**src/rtl/pkfb_pkg.sv**
```systemverilog
// Shared definitions for the packet-FIFO push front end.
// Contents: data/timestamp widths, maximum channel count, FSM state type.
// Optional feature macro: PKFB_TSTAMP_HDR_EN adds the HDR state.
package pkfb_pkg;

  localparam int unsigned PKFB_DATA_W = 32;
  localparam int unsigned PKFB_TS_W   = 24;
  localparam int unsigned PKFB_MAX_CH = 4;

`ifdef PKFB_TSTAMP_HDR_EN
  typedef enum logic [1:0] {
    IDLE  = 2'd0,
    XFER  = 2'd1,
    DRAIN = 2'd2,
    HDR   = 2'd3
  } pkfb_state_e;
`else
  typedef enum logic [1:0] {
    IDLE  = 2'd0,
    XFER  = 2'd1,
    DRAIN = 2'd2
  } pkfb_state_e;
`endif

endpackage

```
**src/rtl/pkfb_rr_arbiter.sv**
```systemverilog
// Round-robin request encoder: searches req_i from ptr_i upward (mod N)
// and returns the first requesting index.
// Ports:
//   req_i       per-requester request
//   ptr_i       starting index of the search
//   gnt_valid_o at least one request present
//   gnt_idx_o   index of the selected requester
module pkfb_rr_arbiter
  import pkfb_pkg::*;
#(
  parameter int unsigned N  = 4,
  parameter int unsigned PW = (N > 1) ? $clog2(N) : 1
) (
  input  logic [N-1:0]  req_i,
  input  logic [PW-1:0] ptr_i,
  output logic          gnt_valid_o,
  output logic [PW-1:0] gnt_idx_o
);

  // One spare bit so ptr+k never wraps before the modulo-N correction.
  logic [PW:0] cand;

  always_comb begin
    gnt_valid_o = 1'b0;
    gnt_idx_o   = '0;
    cand        = '0;
    for (int unsigned k = 0; k < N; k++) begin
      cand = {1'b0, ptr_i} + (PW+1)'(k);
      if (cand >= (PW+1)'(N)) begin
        cand = cand - (PW+1)'(N);
      end
      if (!gnt_valid_o && req_i[cand[PW-1:0]]) begin
        gnt_valid_o = 1'b1;
        gnt_idx_o   = cand[PW-1:0];
      end
    end
  end

endmodule

```
**src/rtl/pkfb_stream_arbiter.sv**
```systemverilog
// Multi-channel front end for the fabric packet-FIFO push port.
// Arbitrates NUM_CH valid/ready word streams round-robin at packet
// boundaries, pushes framed words one cycle after acceptance, forces EOF at
// MAX_PKT_WORDS and discards the rest of a packet after FIFO overflow.
// Ports:
//   Sys_PKfb_Clk / Sys_PKfb_Rst_n   clock, async active-low reset
//   Ch_Data/Ch_Valid/Ch_Last/Ch_Ready  per-channel word streams
//   FB_PKfbOverflow                 FIFO dropped a push
//   TimeStamp                       header timestamp (feature only)
//   Ovf_Clr / Ovf_Sticky            per-channel sticky overflow status
//   FB_PKfbData/Push/SOF/EOF        registered push interface
//   Busy                            FSM not idle
// Optional feature macro: PKFB_TSTAMP_HDR_EN (timestamp header per grant).
module pkfb_stream_arbiter
  import pkfb_pkg::*;
#(
  parameter int unsigned NUM_CH        = 4,
  parameter int unsigned MAX_PKT_WORDS = 256,
  parameter int unsigned CNT_W         = $clog2(MAX_PKT_WORDS)
) (
  input  logic                          Sys_PKfb_Clk,
  input  logic                          Sys_PKfb_Rst_n,
  input  logic [NUM_CH*PKFB_DATA_W-1:0] Ch_Data,
  input  logic [NUM_CH-1:0]             Ch_Valid,
  input  logic [NUM_CH-1:0]             Ch_Last,
  output logic [NUM_CH-1:0]             Ch_Ready,
  input  logic                          FB_PKfbOverflow,
  input  logic [PKFB_TS_W-1:0]          TimeStamp,
  input  logic [NUM_CH-1:0]             Ovf_Clr,
  output logic [PKFB_DATA_W-1:0]        FB_PKfbData,
  output logic [NUM_CH-1:0]             FB_PKfbPush,
  output logic                          FB_PKfbSOF,
  output logic                          FB_PKfbEOF,
  output logic [NUM_CH-1:0]             Ovf_Sticky,
  output logic                          Busy
);

  localparam int unsigned PW = (NUM_CH > 1) ? $clog2(NUM_CH) : 1;

  pkfb_state_e            state_q;
  logic [PW-1:0]          grant_q, ptr_q, ptr_nxt;
  logic [CNT_W-1:0]       cnt_q;
  logic [PKFB_DATA_W-1:0] data_q, sel_data;
  logic [NUM_CH-1:0]      push_q, gnt_oh, ovf_sticky_q, ovf_sticky_d;
  logic                   sof_q, eof_q;
  logic                   sel_valid, sel_last, rd_en, accept, word_eof, in_xfer;
  logic                   arb_valid;
  logic [PW-1:0]          arb_idx;

  pkfb_rr_arbiter #(
    .N  (NUM_CH),
    .PW (PW)
  ) u_rr (
    .req_i       (Ch_Valid),
    .ptr_i       (ptr_q),
    .gnt_valid_o (arb_valid),
    .gnt_idx_o   (arb_idx)
  );

  always_comb begin
    gnt_oh    = '0;
    sel_data  = '0;
    sel_valid = 1'b0;
    sel_last  = 1'b0;
    for (int unsigned i = 0; i < NUM_CH; i++) begin
      if (grant_q == PW'(i)) begin
        gnt_oh[i] = 1'b1;
        sel_data  = Ch_Data[i*PKFB_DATA_W +: PKFB_DATA_W];
        sel_valid = Ch_Valid[i];
        sel_last  = Ch_Last[i];
      end
    end
  end

  assign rd_en    = (state_q == XFER) || (state_q == DRAIN);
  assign Ch_Ready = rd_en ? gnt_oh : '0;
  assign accept   = rd_en && sel_valid;
  assign word_eof = sel_last || (cnt_q == CNT_W'(MAX_PKT_WORDS - 1));
  assign ptr_nxt  = (grant_q == PW'(NUM_CH - 1)) ? '0 : grant_q + 1'b1;

`ifdef PKFB_TSTAMP_HDR_EN
  logic [1:0]             hdr_ch;
  logic [PKFB_DATA_W-1:0] hdr_word;
  always_comb begin
    hdr_ch             = '0;
    hdr_ch[PW-1:0]     = grant_q;
  end
  assign hdr_word = {4'h0, 2'b00, hdr_ch, TimeStamp};
  assign in_xfer  = (state_q == XFER) || (state_q == HDR);
`else
  logic unused_ts;
  assign unused_ts = ^TimeStamp;
  assign in_xfer   = (state_q == XFER);
`endif

  // Set beats a simultaneous clear on the same bit.
  assign ovf_sticky_d = (ovf_sticky_q & ~Ovf_Clr) |
                        ((in_xfer && FB_PKfbOverflow) ? gnt_oh : '0);

  always_ff @(posedge Sys_PKfb_Clk or negedge Sys_PKfb_Rst_n) begin
    if (!Sys_PKfb_Rst_n) begin
      state_q      <= IDLE;
      grant_q      <= '0;
      ptr_q        <= '0;
      cnt_q        <= '0;
      data_q       <= '0;
      push_q       <= '0;
      sof_q        <= 1'b0;
      eof_q        <= 1'b0;
      ovf_sticky_q <= '0;
    end else begin
      data_q       <= '0;
      push_q       <= '0;
      sof_q        <= 1'b0;
      eof_q        <= 1'b0;
      ovf_sticky_q <= ovf_sticky_d;
      unique case (state_q)
        IDLE: begin
          if (arb_valid) begin
            grant_q <= arb_idx;
            cnt_q   <= '0;
`ifdef PKFB_TSTAMP_HDR_EN
            state_q <= HDR;
`else
            state_q <= XFER;
`endif
          end
        end
`ifdef PKFB_TSTAMP_HDR_EN
        HDR: begin
          if (FB_PKfbOverflow) begin
            state_q <= DRAIN;
          end else begin
            data_q  <= hdr_word;
            push_q  <= gnt_oh;
            sof_q   <= 1'b1;
            cnt_q   <= CNT_W'(1);
            state_q <= XFER;
          end
        end
`endif
        XFER: begin
          // On overflow the word accepted this cycle is dropped, not pushed.
          if (FB_PKfbOverflow) begin
            if (accept && word_eof) begin
              ptr_q   <= ptr_nxt;
              state_q <= IDLE;
            end else begin
              state_q <= DRAIN;
            end
          end else if (accept) begin
            data_q <= sel_data;
            push_q <= gnt_oh;
            sof_q  <= (cnt_q == '0);
            eof_q  <= word_eof;
            cnt_q  <= cnt_q + 1'b1;
            if (word_eof) begin
              ptr_q   <= ptr_nxt;
              state_q <= IDLE;
            end
          end
        end
        DRAIN: begin
          if (accept && sel_last) begin
            ptr_q   <= ptr_nxt;
            state_q <= IDLE;
          end
        end
        default: state_q <= IDLE;
      endcase
    end
  end

  assign FB_PKfbData = data_q;
  assign FB_PKfbPush = push_q;
  assign FB_PKfbSOF  = sof_q;
  assign FB_PKfbEOF  = eof_q;
  assign Ovf_Sticky  = ovf_sticky_q;
  assign Busy        = (state_q != IDLE);

endmodule

```
**config.mk**
```make
export PLATFORM = sky130hd
export DESIGN_NAME = pkfb_stream_arbiter
export DESIGN_NICKNAME = d
export VERILOG_FILES = /design/src/rtl/pkfb_pkg.sv /design/src/rtl/pkfb_rr_arbiter.sv /design/src/rtl/pkfb_stream_arbiter.sv
export SDC_FILE = /design/constraint.sdc
export NUM_CORES = 1
export LEC_CHECK = 0
export CAP_MARGIN = 20
export CELL_PAD_IN_SITES_DETAIL_PLACEMENT = 2
export CELL_PAD_IN_SITES_GLOBAL_PLACEMENT = 2
export CORE_ASPECT_RATIO = 0.7
export CORE_UTILIZATION = 21
export DETAILED_ROUTE_END_ITERATION = 8
export PLACE_DENSITY = 0.93
export SYNTH_ARGS = -nofsm -noshare
export SYNTH_HDL_FRONTEND = slang
export SYNTH_SLANG_ARGS = --single-unit
```
**constraint.sdc**
```tcl
create_clock -name Sys_PKfb_Clk -period 6.35 [get_ports Sys_PKfb_Clk]
set_input_delay 0.9525 -clock Sys_PKfb_Clk [delete_from_list [all_inputs] [get_ports Sys_PKfb_Clk]]
set_output_delay 0.9525 -clock Sys_PKfb_Clk [all_outputs]
set_load 0.02 [all_outputs]
```
Word-level counts from Yosys, hierarchy flattened
Cells that the tools add are included.
{ "word_totals": {"register_bits": 56, "latchBits": 0, "ramBits": 0, "mem_bits_ro": 0, "input_bits": 167, "output_inout_bits": 47, "n_memories": 0} }
{ "classes": {"addsub": 9, "n_mul": 0, "n_div": 0, "magnitude_cmp": 8, "n_eq_ne": 13, "shifts": 0, "mux": 68, "n_bitwise": 3, "n_reduce_logical": 22} }
{ "op_table": {"columns": ["op", "count"], "rows": [
  ["$mux W32", 7],
  ["$mux W2", 20],
  ["$mux W1", 26],
  ["$mux W8", 3],
  ["$mux W4", 5],
  ["$pmux W8 S2", 1],
  ["$lt A2 B3 Y1 const B", 4],
  ["$ge A3 B3 Y1 const B", 3],
  ["$add A8 B1 Y8 const B", 1],
  ["$bmux W1 S2", 4],
  ["$eq A8 B8 Y1 const B", 1],
  ["$logic_not A8 Y1", 1],
  ["$reduce_and A4 Y1", 2],
  ["$sub A2 B1 Y2 const B", 4],
  ["$logic_and A1 B1 Y1", 7],
  ["$add A2 B2 Y3 const B", 2],
  ["$eq A2 B2 Y1 const B", 3],
  ["$ne A2 B2 Y1 const B", 3],
  ["$ne A3 B3 Y1 const B", 2],
  ["$pmux W2 S3", 1],
  ["$reduce_bool A2 Y1", 3],
  ["$reduce_and A5 Y1", 1],
  ["$and A4 B4 Y4", 1],
  ["$eq A2 B1 Y1 const B", 2],
  ["12 further kinds", 16]
]} }

Depth between registers and ports, before layout
Gate-level depths: netlist of the first run.
{ "depth": {"ltp_word": 16, "ltp_mapped": 9, "mapped_depth_nobuf": 7} }

Hierarchy
A second synthesis of the first run with hierarchy kept.
{ "unflattened": {"hier_cells": 449, "area_unflattened_um2": 3598.5} }
{ "by_module_without_submodules": {"columns": ["module", "instances", "cells_each", "area_each_um2", "seq_area_each_um2"], "rows": [
  ["pkfb_stream_arbiter", 1, 434, 3520.9, 1401.3],
  ["pkfb_rr_arbiter", 1, 15, 77.6, 0.0]
]} }

Least setup slack after synthesis of the first run
OpenSTA, ideal clock, no wires.
{ "synth_timing": {"kind": "register to output", "start": "register grant_q[0]", "end": "output Ch_Ready[2]", "arrival_ns": 1.548, "required_ns": 5.398, "path_slack_ns": 3.849, "stages_incl_launch_ff": 7, "path_buffers": 3, "path_cell_list": "dfrtp_1 -> inv_1 -> ha_1 -> buf_6 -> clkbuf_1 -> clkbuf_1 -> and2_1"} }
{ "synth_between": {"elab_chain_len": 3} }
{ "synth_rtl": {"columns": ["item", "line_no", "rtl"], "rows": [
  ["start: declaration", "pkfb_stream_arbiter.sv:41", "logic [PW-1:0] grant_q, ptr_q, ptr_nxt;"],
  ["start signal: assignment", "pkfb_stream_arbiter.sv:120", "grant_q <= arb_idx;"],
  ["$eq A2 B2 Y1", "pkfb_stream_arbiter.sv:66", "if (grant_q == PW'(i)) begin"],
  ["$mux W1", "pkfb_stream_arbiter.sv:66", null],
  ["$mux W4", "pkfb_stream_arbiter.sv:76", "assign Ch_Ready = rd_en ? gnt_oh : '0;"],
  ["end: declaration", "pkfb_stream_arbiter.sv:26", "output logic [NUM_CH-1:0] Ch_Ready,"]
]} }
Every way passes these cells.

Final worst setup path of the first run
{ "layout_timing": {"start": "register grant_q[1]", "end": "output Ch_Ready[1]"} }
{ "layout_between": {"elab_chain_len": 3} }
{ "layout_rtl": {"columns": ["item", "line_no"], "rows": [
  ["$eq A2 B1 Y1", "pkfb_stream_arbiter.sv:66"],
  ["$mux W1", "pkfb_stream_arbiter.sv:66"],
  ["$mux W4", "pkfb_stream_arbiter.sv:76"]
]} }
Every way passes these cells.

==> reports/qor.csv, run 1 <==
stage,metric,value,unit
outcome,outcome,"finished, final reports clean",
pwr,power density over the cells,344,mW/mm2
yosys,Post-synth EDFFs,0,
sta,Final Max Slew Viols,0,
yosys,Mapped Nets,622,
global_routing,GR Util met3,0.0440,
setup_path,Setup crit end kind,output pin,
global_routing,met1 usage,0.219,
sta,Final Hold Vio Count,0,
setup_path,"critical path fanouts, max",70,
layout,design area,0.00582,mm2
clock_tree,CTS root buf,clkbuf_16,
clock_tree,CTS Buffer Depth,2,
sta,slew margin rel.,0.467,
routing,First DRT Iteration DRCs,148,
sta,final worst setup slack,2960,ps
clock_tree,Worst-path clk slew,80,ps
sta,Final Skew,6.10,ps
layout,share of cells above drive strength 1,0.0358,
placement,Final GP Congestion,0.801,
floorplan,Rows,39,
sta,Max Freq,0.295,GHz
clock_tree,clk_lat worst skew,300,ps
placement,port bufs,189,
yosys,Mean Syn Cell Area,7.93,um2
placement,placed cell areas,0.00561,mm2
yosys,Synth Warn #,0,
layout,final core occ,0.355,
yosys,Main synth FF type,dfrtp_1,
setup_path,"reg-to-reg slack, setup",3350,ps
yosys,"Distinct cells, synth",43,
routing,total routed wirelength,16100,um
worst_hold_path,Hold WC Path Type,register to register,
setup_path,CP required,5400,ps
routing,DR DRC count,0,
global_routing,vias in the first global route,4500,
global_routing,largest net degree at the start of global routing,74,
sta,RSZ-0062 raised after global routing,no,
pwr,VDD IR max,189,uV
yosys,area of the mapped netlist,0.00354,mm2
clock_tree,TritonCTS Buffers,5,
layout,Layout area overhead,64.5,%
global_routing,M2 GR Usage,0.332,
sta,Final period util,0.534,
placement,Post-Place Setup Slack,2510,ps
yosys,post-synthesis mux area share,0.0177,
sta,Worst Hold Slack,549,ps
flow_run,max-cap check violation count,0,
setup_path,"Largest stage delay, worst path",600,ps
global_routing,GRT overflow,0,
setup_path,Buffers & Inverters on Critical Path,3,
setup_path,Top delay family on crit path,buffers and inverters,
global_routing,initial antenna violation count,1,
yosys,sequential area share after synthesis,0.396,
sta,Setup TNS Final,0,ps
placement,hpwl dp,11800,um
setup_path,crit start category,register,
clock_tree,TritonCTS clock tree,yes,
floorplan,starting density of the core,0.216,
pwr,LEAKAGE,0.00226,uW
routing,ANT nets after route,0,
clock_tree,CTS Sinks,56,
floorplan,I/O pin cnt,214,
yosys,complex-gate fraction of the synthesized area,0.204,
global_routing,Tot GR Track Use,0.185,
setup_path,Arrival @ worst endpoint,2440,ps
floorplan,Die X-Extent,157,um
yosys,Syn Inst Count,446,
sta,final setup vio count,0,
setup_path,CP cell instances,inv_1 > ha_2 > buf_4 > and2_1 > clkdlybuf4s50_1,
yosys,Synth Register Bits,56,
routing,via count,3990,
routing,vias per std cell,4.74,
floorplan,core area,0.0164,mm2
routing,drt wl/cell,19.1,um
yosys,post-synthesis simple-gate area fraction,0.293,
global_routing,first-pass GRT wire length,24800,um
sta,Tightest Pin Transition,800,ps
setup_path,Critical-path top delay cell,clkdlybuf4s50_1,
floorplan,height of the chip,111,um
clock_tree,post-CTS setup repair buffer count,0,
clock_tree,# H-tree levels,2,
global_routing,Most Crowded Layer GR,met2,
routing,DR pass1 iterations,4,
yosys,xor and xnor area share after synthesis,0,
floorplan,die area,0.0174,mm2
sta,min Tclk post-route,3390,ps
yosys,combinational family with the most area after synthesis,simple AND/OR/NAND/NOR gates,
clock_tree,cts repair resizes,0,
yosys,"FFs w/ async S/R, synth",1.00,
clock_tree,number of hold buffers added after cts,0,
layout,FILL cells,1862,
setup_path,critical path type,register to output pin,
yosys,post-synthesis adder-cell area fraction,0.0318,
layout,Final #Nets,790,
==> path summary, 6_finish.rpt <==
path	from	endpoint	depth (start not counted)
max	grant_q[1]	Ch_Ready[1]	5
min	Ovf_Sticky[0]	Ovf_Sticky[0]	2
max reg2reg	grant_q[0]	cnt_q[5]	7
min reg2reg	Ovf_Sticky[0]	Ovf_Sticky[0]	2
max in group asynchronous	Sys_PKfb_Rst_n	FB_PKfbData[7]	2
min in group asynchronous	Sys_PKfb_Rst_n	FB_PKfbData[0]	2
==> cells in the final DEF, fill, tap and decap left out, drive strengths merged, types with 7 or more instances in the layout <==
cell type,netlist,final
dfrtp,56,56
nor2,8,8
clkdlybuf4s50,0,188
ha,9,9
inv,16,16
clkbuf,29,7
buf,5,7
nor2b,34,34
nand3,15,15
a21oi,69,69
nand3b,34,34
nand2,76,76
o21ai,41,41
==> kinds of logic after synthesis <==
group           after synthesis
flops                        56
compound gates              132
fa+ha+maj                     9
mux                           6
simple gates                193
buf+inv                      50
==> power by group <==
part / leakage (uW) / switching [uW] / total [uW] / internal (uW)
clock: 0.0000901 / 142 / 350 / 208
sequential: 0.000768 / 39.5 / 449 / 409
combinational: 0.00140 / 703 / 1200 / 500
total: 0.00226 / 884 / 2000 / 1120
==> sequential cells by signal (all words and copies together), names as in the netlist <==
register / count
FB_PKfbPush: 4
FB_PKfbSOF: 1
grant_q: 2
Ovf_Sticky: 4
ptr_q: 2
FB_PKfbData: 32
FB_PKfbEOF: 1
cnt_q: 8
state_q: 2
==> metal layers <==
layer / vias to the layer above / wire length [um]
met5: - / 0
met4: 0 / 263
met3: 20 / 1130
met2: 126 / 8070
met1: 1972 / 6640
li1: 1872 / -
==> worst register-to-register path: stages, from the launching register on <==
cell and delay (ps):
dfrtp_1 450, inv_1 130, ha_1 670, nand3b_1 200, and3_1 240, or4_1 640, or4_1 530, nand3_1 100
==> cells in the mapped netlist, types with 4 or more instances <==
master,n,area share
nor2b_1,34,0.060
clkbuf_1,28,0.030
a211oi_1,4,0.0085
and3_1,5,0.0088
nor2_1,8,0.0085
dfrtp_1,56,0.40
nand3b_1,34,0.072
o21ai_0,41,0.058
nand2_1,76,0.081
nand3_1,14,0.020
or4_1,4,0.0085
o211ai_1,4,0.0085
ha_1,9,0.032
mux2i_1,4,0.011
a21oi_1,69,0.098
inv_1,16,0.017
and2_1,5,0.0088
==> final cells by class <==
cell class                 count  area [um2]  area share
clock inverter                 1        30.0     0.00516
inverter                      16        60.1      0.0103
sequential                    56        1400       0.241
timing repair buffer         195        1940       0.334
tap                          225         282      0.0484
clock buffer                   7         153      0.0262
multi-input combinational    340        1950       0.335
antenna                        1        2.50    0.000430
==> metrics by stage <==
step | power (uW) | instances
2_1_floorplan | 1210 | 446
3_3_place_gp | 1570 | 831
3_5_place_dp | 1660 | 831
4_1_cts | 2030 | 839
5_1_grt | 2150 | 841
6_report | 2000 | 841
(Power assumes the default switching activity.)
==> run 2: changes to the inputs <==
Settings changed: CORE_UTILIZATION 21 to 18, PLACE_DENSITY 0.93 to 0.86.
Clock period 6.35 ns to 3.1 ns, I/O delays scaled along.
==> run 2 against run 1 <==
Count of clock-buffer cells in the layout shrank 1; largest power group unchanged; clock power grew 91%; sequential power grew 100%; total power grew 100%.
==> reports/qor.csv, run 2 (same netlist as run 1, synthesis figures left out) <==
stage,metric,value,unit,change
global_routing,Tot GR Track Use,0.156,,-0.0294
routing,DR DRC count,0,,unchanged
layout,Final #Nets,794,,+0.51%
floorplan,I/O pin cnt,214,,unchanged
setup_path,CP required,2630,ps,-2770 ps
pwr,LEAKAGE,0.00226,uW,about the same
floorplan,starting density of the core,0.185,,-0.0303
floorplan,die area,0.0202,mm2,+16%
setup_path,worst r2r src,grant_q[0],,
placement,hpwl dp,11600,um,-1.6%
floorplan,height of the chip,119,um,+7.9%
sta,Final Hold Vio Count,0,,unchanged
clock_tree,TritonCTS clock tree,yes,,
setup_path,"critical path fanouts, max",26,,-63%
clock_tree,post-CTS setup repair buffer count,0,,unchanged
flow_run,max-cap check violation count,0,,unchanged
floorplan,Die X-Extent,170,um,+7.9%
layout,share of cells above drive strength 1,0.0420,,+0.00623
layout,"most common cell after layout, fill and taps aside",clkdlybuf4s50_1,,
sta,Max Freq,0.381,GHz,
layout,final core occ,0.308,,-0.0474
clock_tree,clk_lat worst skew,310,ps,about the same
setup_path,critical path type,register to output pin,,
sta,Tightest Pin Transition,781,ps,-18.3 ps
clock_tree,CTS Buffer Depth,2,,unchanged
sta,Final period util,0.846,,
routing,via count,3955,,-0.88%
layout,Largest register FFs,32,,unchanged
routing,WL met1,7270,um,+9.6%
clock_tree,TritonCTS Buffers,5,,unchanged
clock_tree,number of hold buffers added after cts,0,,unchanged
global_routing,initial antenna violation count,0,,-1
clock_tree,Worst-path clk slew,70,ps,about the same
global_routing,first-pass GRT wire length,24100,um,-2.8%
placement,port bufs,189,,unchanged
global_routing,GRT overflow,0,,unchanged
floorplan,Rows,42,,+7.7%
routing,metal3 WL,869,um,-23%
sta,slew margin rel.,0.479,,+0.0122
routing,total routed wirelength,15500,um,-3.9%
sta,Final Max Slew Viols,0,,unchanged
setup_path,crit start category,register,,
global_routing,largest net degree at the start of global routing,68,,-8.1%
routing,DR pass1 iterations,4,,unchanged
clock_tree,CTS Sinks,56,,unchanged
sta,min Tclk post-route,2620,ps,
placement,Post-Place Setup Slack,472,ps,-2040 ps
pwr,power density over the cells,685,mW/mm2,+99%
worst_hold_path,Hold WC Path Type,input pin to asynchronous set/reset pin,,
routing,drt wl/cell,17.5,um,-8.5%
setup_path,Crit. Startpoint,grant_q[1],,
clock_tree,# H-tree levels,2,,unchanged
global_routing,vias in the first global route,4273,,-5.0%
placement,Final GP Congestion,0.768,,-4.1%
pwr,VDD IR max,410,uV,+120%
layout,Layout area overhead,65.8,%,
sta,RSZ-0062 raised after global routing,no,,
floorplan,core area,0.0191,mm2,+16%
setup_path,Setup crit end kind,output pin,,
sta,final worst setup slack,478,ps,-2480 ps
routing,First DRT Iteration DRCs,160,,+8.1%
routing,met2 wire length,7160,um,-11%
clock_tree,cts repair resizes,0,,unchanged
sta,Setup TNS Final,0,ps,unchanged
sta,final setup vio count,0,,unchanged
routing,vias per std cell,4.48,,-5.6%
layout,Non-Filler Instances,883,,+5.0%
layout,"leading cell types in the layout, fill and taps excluded","clkdlybuf4s50_1 (188), nand2_1 (76), a21oi_1 (69), dfrtp_1 (56), o21ai_0 (41)",,
placement,Placed Cells,875,,+5.3%
routing,ANT nets after route,0,,unchanged
sta,Final Skew,11.3,ps,+5.20 ps
outcome,outcome,"finished, final reports clean",,
layout,n_diodes,0,,-1
routing,uppermost layer routed,met4,,
clock_tree,CTS root buf,clkbuf_16,,
setup_path,Arrival @ worst endpoint,2160,ps,-280 ps
==> run 2: cell count changes in the layout (fill, tap and decap cells not counted), sizes merged <==
cell / previous run / this run
clkbuf: 7 / 6
diode: 1 / 0
buf: 7 / 11
clkinv: 0 / 1
==> run 2: cell type report <==
class | count | area (um2)
flip-flops and latches | 56 | 1400
multi-input cells | 340 | 1950
repair buffers | 199 | 1960
clock buffers | 6 | 129
clock inverters | 2 | 35.0
inverters | 16 | 60.1
fillers | 2152 | 13200
well taps | 264 | 330
==> run 2: path summary, 6_finish.rpt <==
path	cells past startpoint	slack, ps	end
setup / recovery	5	480	Ch_Ready[1]
hold / removal	2	330	FB_PKfbData[30]
setup reg to reg	7	710	cnt_q[5]
hold reg to reg	2	540	Ovf_Sticky[2]
max in group asynchronous	2	2260	grant_q[0]
min in group Sys_PKfb_Clk	2	540	Ovf_Sticky[2]
==> run 2: power breakdown <==
group | switching [uW] | internal [uW]
Sequential | 75.5 | 838
Clock | 285 | 382
Combinational | 1410 | 1030
Total | 1770 | 2250
==> run 2: critical path, cell delays in order, from the launching register on <==
cell	delay [ps]
dfrtp_1	420
inv_1	100
ha_2	230
buf_4	310
and2_1	170
clkdlybuf4s50_1	610
==> run 2: through the flow <==
| stage | total power (uW) | instance area, um2 | hold slack (ps) |
|---|---|---|---|
| 5_1_grt | 4400 | 5870 | 395 |
| 6_report | 4020 | 5870 | 326 |
| 2_1_floorplan | 2470 | 3540 | 169 |
| 3_3_place_gp | 3310 | 5700 | 522 |
| 3_5_place_dp | 3420 | 5700 | 527 |
| 4_1_cts | 4110 | 5870 | 360 |
==> run 2: per-layer routing <==
| metal | up-vias | track usage |
|---|---|---|
| met2 | 111 | 0.259 |
| met1 | 1953 | 0.204 |
| met3 | 14 | 0.0372 |
| met4 | 0 | 0.0310 |
| met5 | - | 0 |
| li1 | 1877 | - |
==> run 3: changes to the inputs <==
Clock period 3.1 ns to 2.3 ns, I/O delays scaled along.
==> run 3 against run 2 <==
First-iteration DRC count down 13%; flip-flop and latch count unchanged; register-to-register slack worse by 660 ps.
==> reports/qor.csv, run 3 (same netlist as run 1, synthesis figures left out) <==
stage,metric,value,unit,change
sta,Final period util,0.976,,
clock_tree,TritonCTS clock tree,yes,,
floorplan,die area,0.0202,mm2,unchanged
clock_tree,number of hold buffers added after cts,0,,unchanged
sta,Final Hold Vio Count,0,,unchanged
pwr,VDD IR max,585,uV,+43%
placement,Placed Cells,891,,+1.8%
floorplan,starting density of the core,0.185,,unchanged
sta,slew margin rel.,0.501,,+0.0219
setup_path,"reg-to-reg slack, setup",50,ps,-660 ps
sta,Final Skew,11.7,ps,+0.388 ps
global_routing,initial antenna violation count,0,,unchanged
floorplan,height of the chip,119,um,unchanged
placement,hpwl dp,11900,um,+2.4%
setup_path,"Largest stage delay, worst path",540,ps,-70 ps
routing,ANT nets after route,0,,unchanged
global_routing,GRT overflow,0,,unchanged
setup_path,CP required,2540,ps,-90 ps
setup_path,Top delay family on crit path,simple AND/OR/NAND/NOR gates,,
routing,via count,4062,,+2.7%
setup_path,r2r endpoint,cnt_q[5],,
layout,Final #Nets,811,,+2.1%
layout,"leading cell types in the layout, fill and taps excluded","clkdlybuf4s50_1 (184), nand2_1 (76), a21oi_1 (69), dfrtp_1 (55), o21ai_0 (41)",,
clock_tree,TritonCTS Buffers,5,,unchanged
setup_path,Crit. Startpoint,grant_q[1],,
pwr,power density over the cells,926,mW/mm2,+35%
placement,Post-Place Setup Slack,-50.3,ps,-522 ps
global_routing,Tot GR Track Use,0.159,,+0.00321
setup_path,Buffers & Inverters on Critical Path,1,,-2
setup_path,CP cell instances,buf_4 > ha_2 > or3b_1 > nand3_2 > or4_4 > or4_1 > nand3_1,,
worst_hold_path,Hold WC Path Type,input pin to asynchronous set/reset pin,,
layout,"most common cell after layout, fill and taps aside",clkdlybuf4s50_1,,
setup_path,critical path depth,7,,+2
placement,Final GP Congestion,0.799,,+4.0%
routing,vias per std cell,4.51,,+0.77%
setup_path,worst r2r src,grant_q[1],,
layout,FILL cells,2169,,+0.79%
routing,total routed wirelength,15800,um,+2.4%
placement,placed cell areas,0.00586,mm2,+2.8%
setup_path,Arrival @ worst endpoint,2480,ps,+320 ps
clock_tree,CTS root buf,clkbuf_16,,
setup_path,"critical path fanouts, max",6,,-77%
sta,RSZ-0062 raised after global routing,yes,,
flow_run,max-cap check violation count,0,,unchanged
routing,drt wl/cell,17.6,um,+0.42%
setup_path,Critical-path top delay cell,or4_4,,
sta,final setup vio count,0,,unchanged
clock_tree,Worst-path clk slew,80,ps,about the same
outcome,outcome,"finished, final reports clean",,
setup_path,worst setup path end,cnt_q[5],,
floorplan,Rows,42,,unchanged
sta,Final Max Slew Viols,0,,unchanged
layout,Non-Filler Instances,900,,+1.9%
sta,final worst setup slack,54.6,ps,-423 ps
floorplan,Die X-Extent,170,um,unchanged
routing,First DRT Iteration DRCs,139,,-13%
setup_path,crit start category,register,,
layout,Multi-input gate area,0.00196,mm2,+0.45%
global_routing,first-pass GRT wire length,24600,um,+2.0%
placement,port bufs,189,,unchanged
floorplan,core area,0.0191,mm2,unchanged
global_routing,vias in the first global route,4379,,+2.5%
routing,DR DRC count,0,,unchanged
setup_path,Worst Reg-to-Reg Cells,7,,unchanged
layout,Reg area,0.00140,mm2,about the same
global_routing,largest net degree at the start of global routing,67,,-1.5%
sta,min Tclk post-route,2250,ps,
layout,Largest register FFs,32,,unchanged
layout,Layout area overhead,71.0,%,
layout,share of cells above drive strength 1,0.0723,,+0.0303
clock_tree,CTS Sinks,56,,unchanged
sta,Max Freq,0.445,GHz,
routing,DR pass1 iterations,4,,unchanged
sta,Tightest Pin Transition,748,ps,-32.9 ps
setup_path,critical path type,register to register,,
layout,design area,0.00605,mm2,+3.1%
clock_tree,CTS Buffer Depth,2,,unchanged
clock_tree,clk_lat worst skew,310,ps,about the same
setup_path,Setup crit end kind,register,,
clock_tree,# H-tree levels,2,,unchanged
layout,n_diodes,0,,unchanged
floorplan,I/O pin cnt,214,,unchanged
pwr,LEAKAGE,0.00238,uW,+5.4%
==> run 3: cell count changes in the layout (fill, tap and decap cells not counted), moves of 2 or more <==
cell,previous run,this run
buf_12,0,3
buf_4,10,20
buf_6,0,2
buf_8,0,2
clkdlybuf4s50_1,188,184
dlygate4sd2_1,0,3
==> run 3: layout make-up <==
class	instances	area share
Timing Repair Buffer	216	0.355
Multi-Input combinational cell	340	0.324
Sequential cell	56	0.232
Tap cell	264	0.0546
Clock buffer	7	0.0236
Inverter	16	0.00993
Clock inverter	1	0.00124
==> run 3: timing repair <==
action	in CTS	in global routing
pin swaps	0	0
buffers inserted	1	0
endpoints found under the setup margin	4	5
gates resized for setup	9	4
==> run 3: worst min path at each step <==
stage | to | slack (ps) | cells after the start
after floorplan | FB_PKfbData[0] | 50 | 0
after global placement | FB_PKfbData[30] | 380 | 2
final | FB_PKfbData[2] | 40 | 2
after global routing | FB_PKfbData[2] | 60 | 2
after CTS | FB_PKfbData[2] | 50 | 2
after detailed placement | FB_PKfbData[2] | 400 | 2
==> run 3: stage by stage <==
step	utilization	TNS (ps)	hold WS (ps)	total power, uW
final	0.317	0	43.8	5600
after floorplan	-	0	49.4	3330
after global routing	0.317	-29.9	55.1	6100
after detailed placement	0.307	-77.9	398	4780
after CTS	0.316	0	50.7	5700
after global placement	0.307	-90.0	380	4630
==> run 3: where the power goes <==
part           total, uW  internal (uW)  switching (uW)
clock                837            437             400
combinational       3520           1570            1950
sequential          1240           1130             111
total               5600           3140            2460
==> run 3: per-layer routing <==
layer / GRT usage / vias up / share of wire
met5: 0 / - / 0
met4: 0.0304 / 0 / 0.0099
met3: 0.0336 / 13 / 0.052
met2: 0.268 / 113 / 0.47
met1: 0.208 / 2024 / 0.47
li1: - / 1912 / -
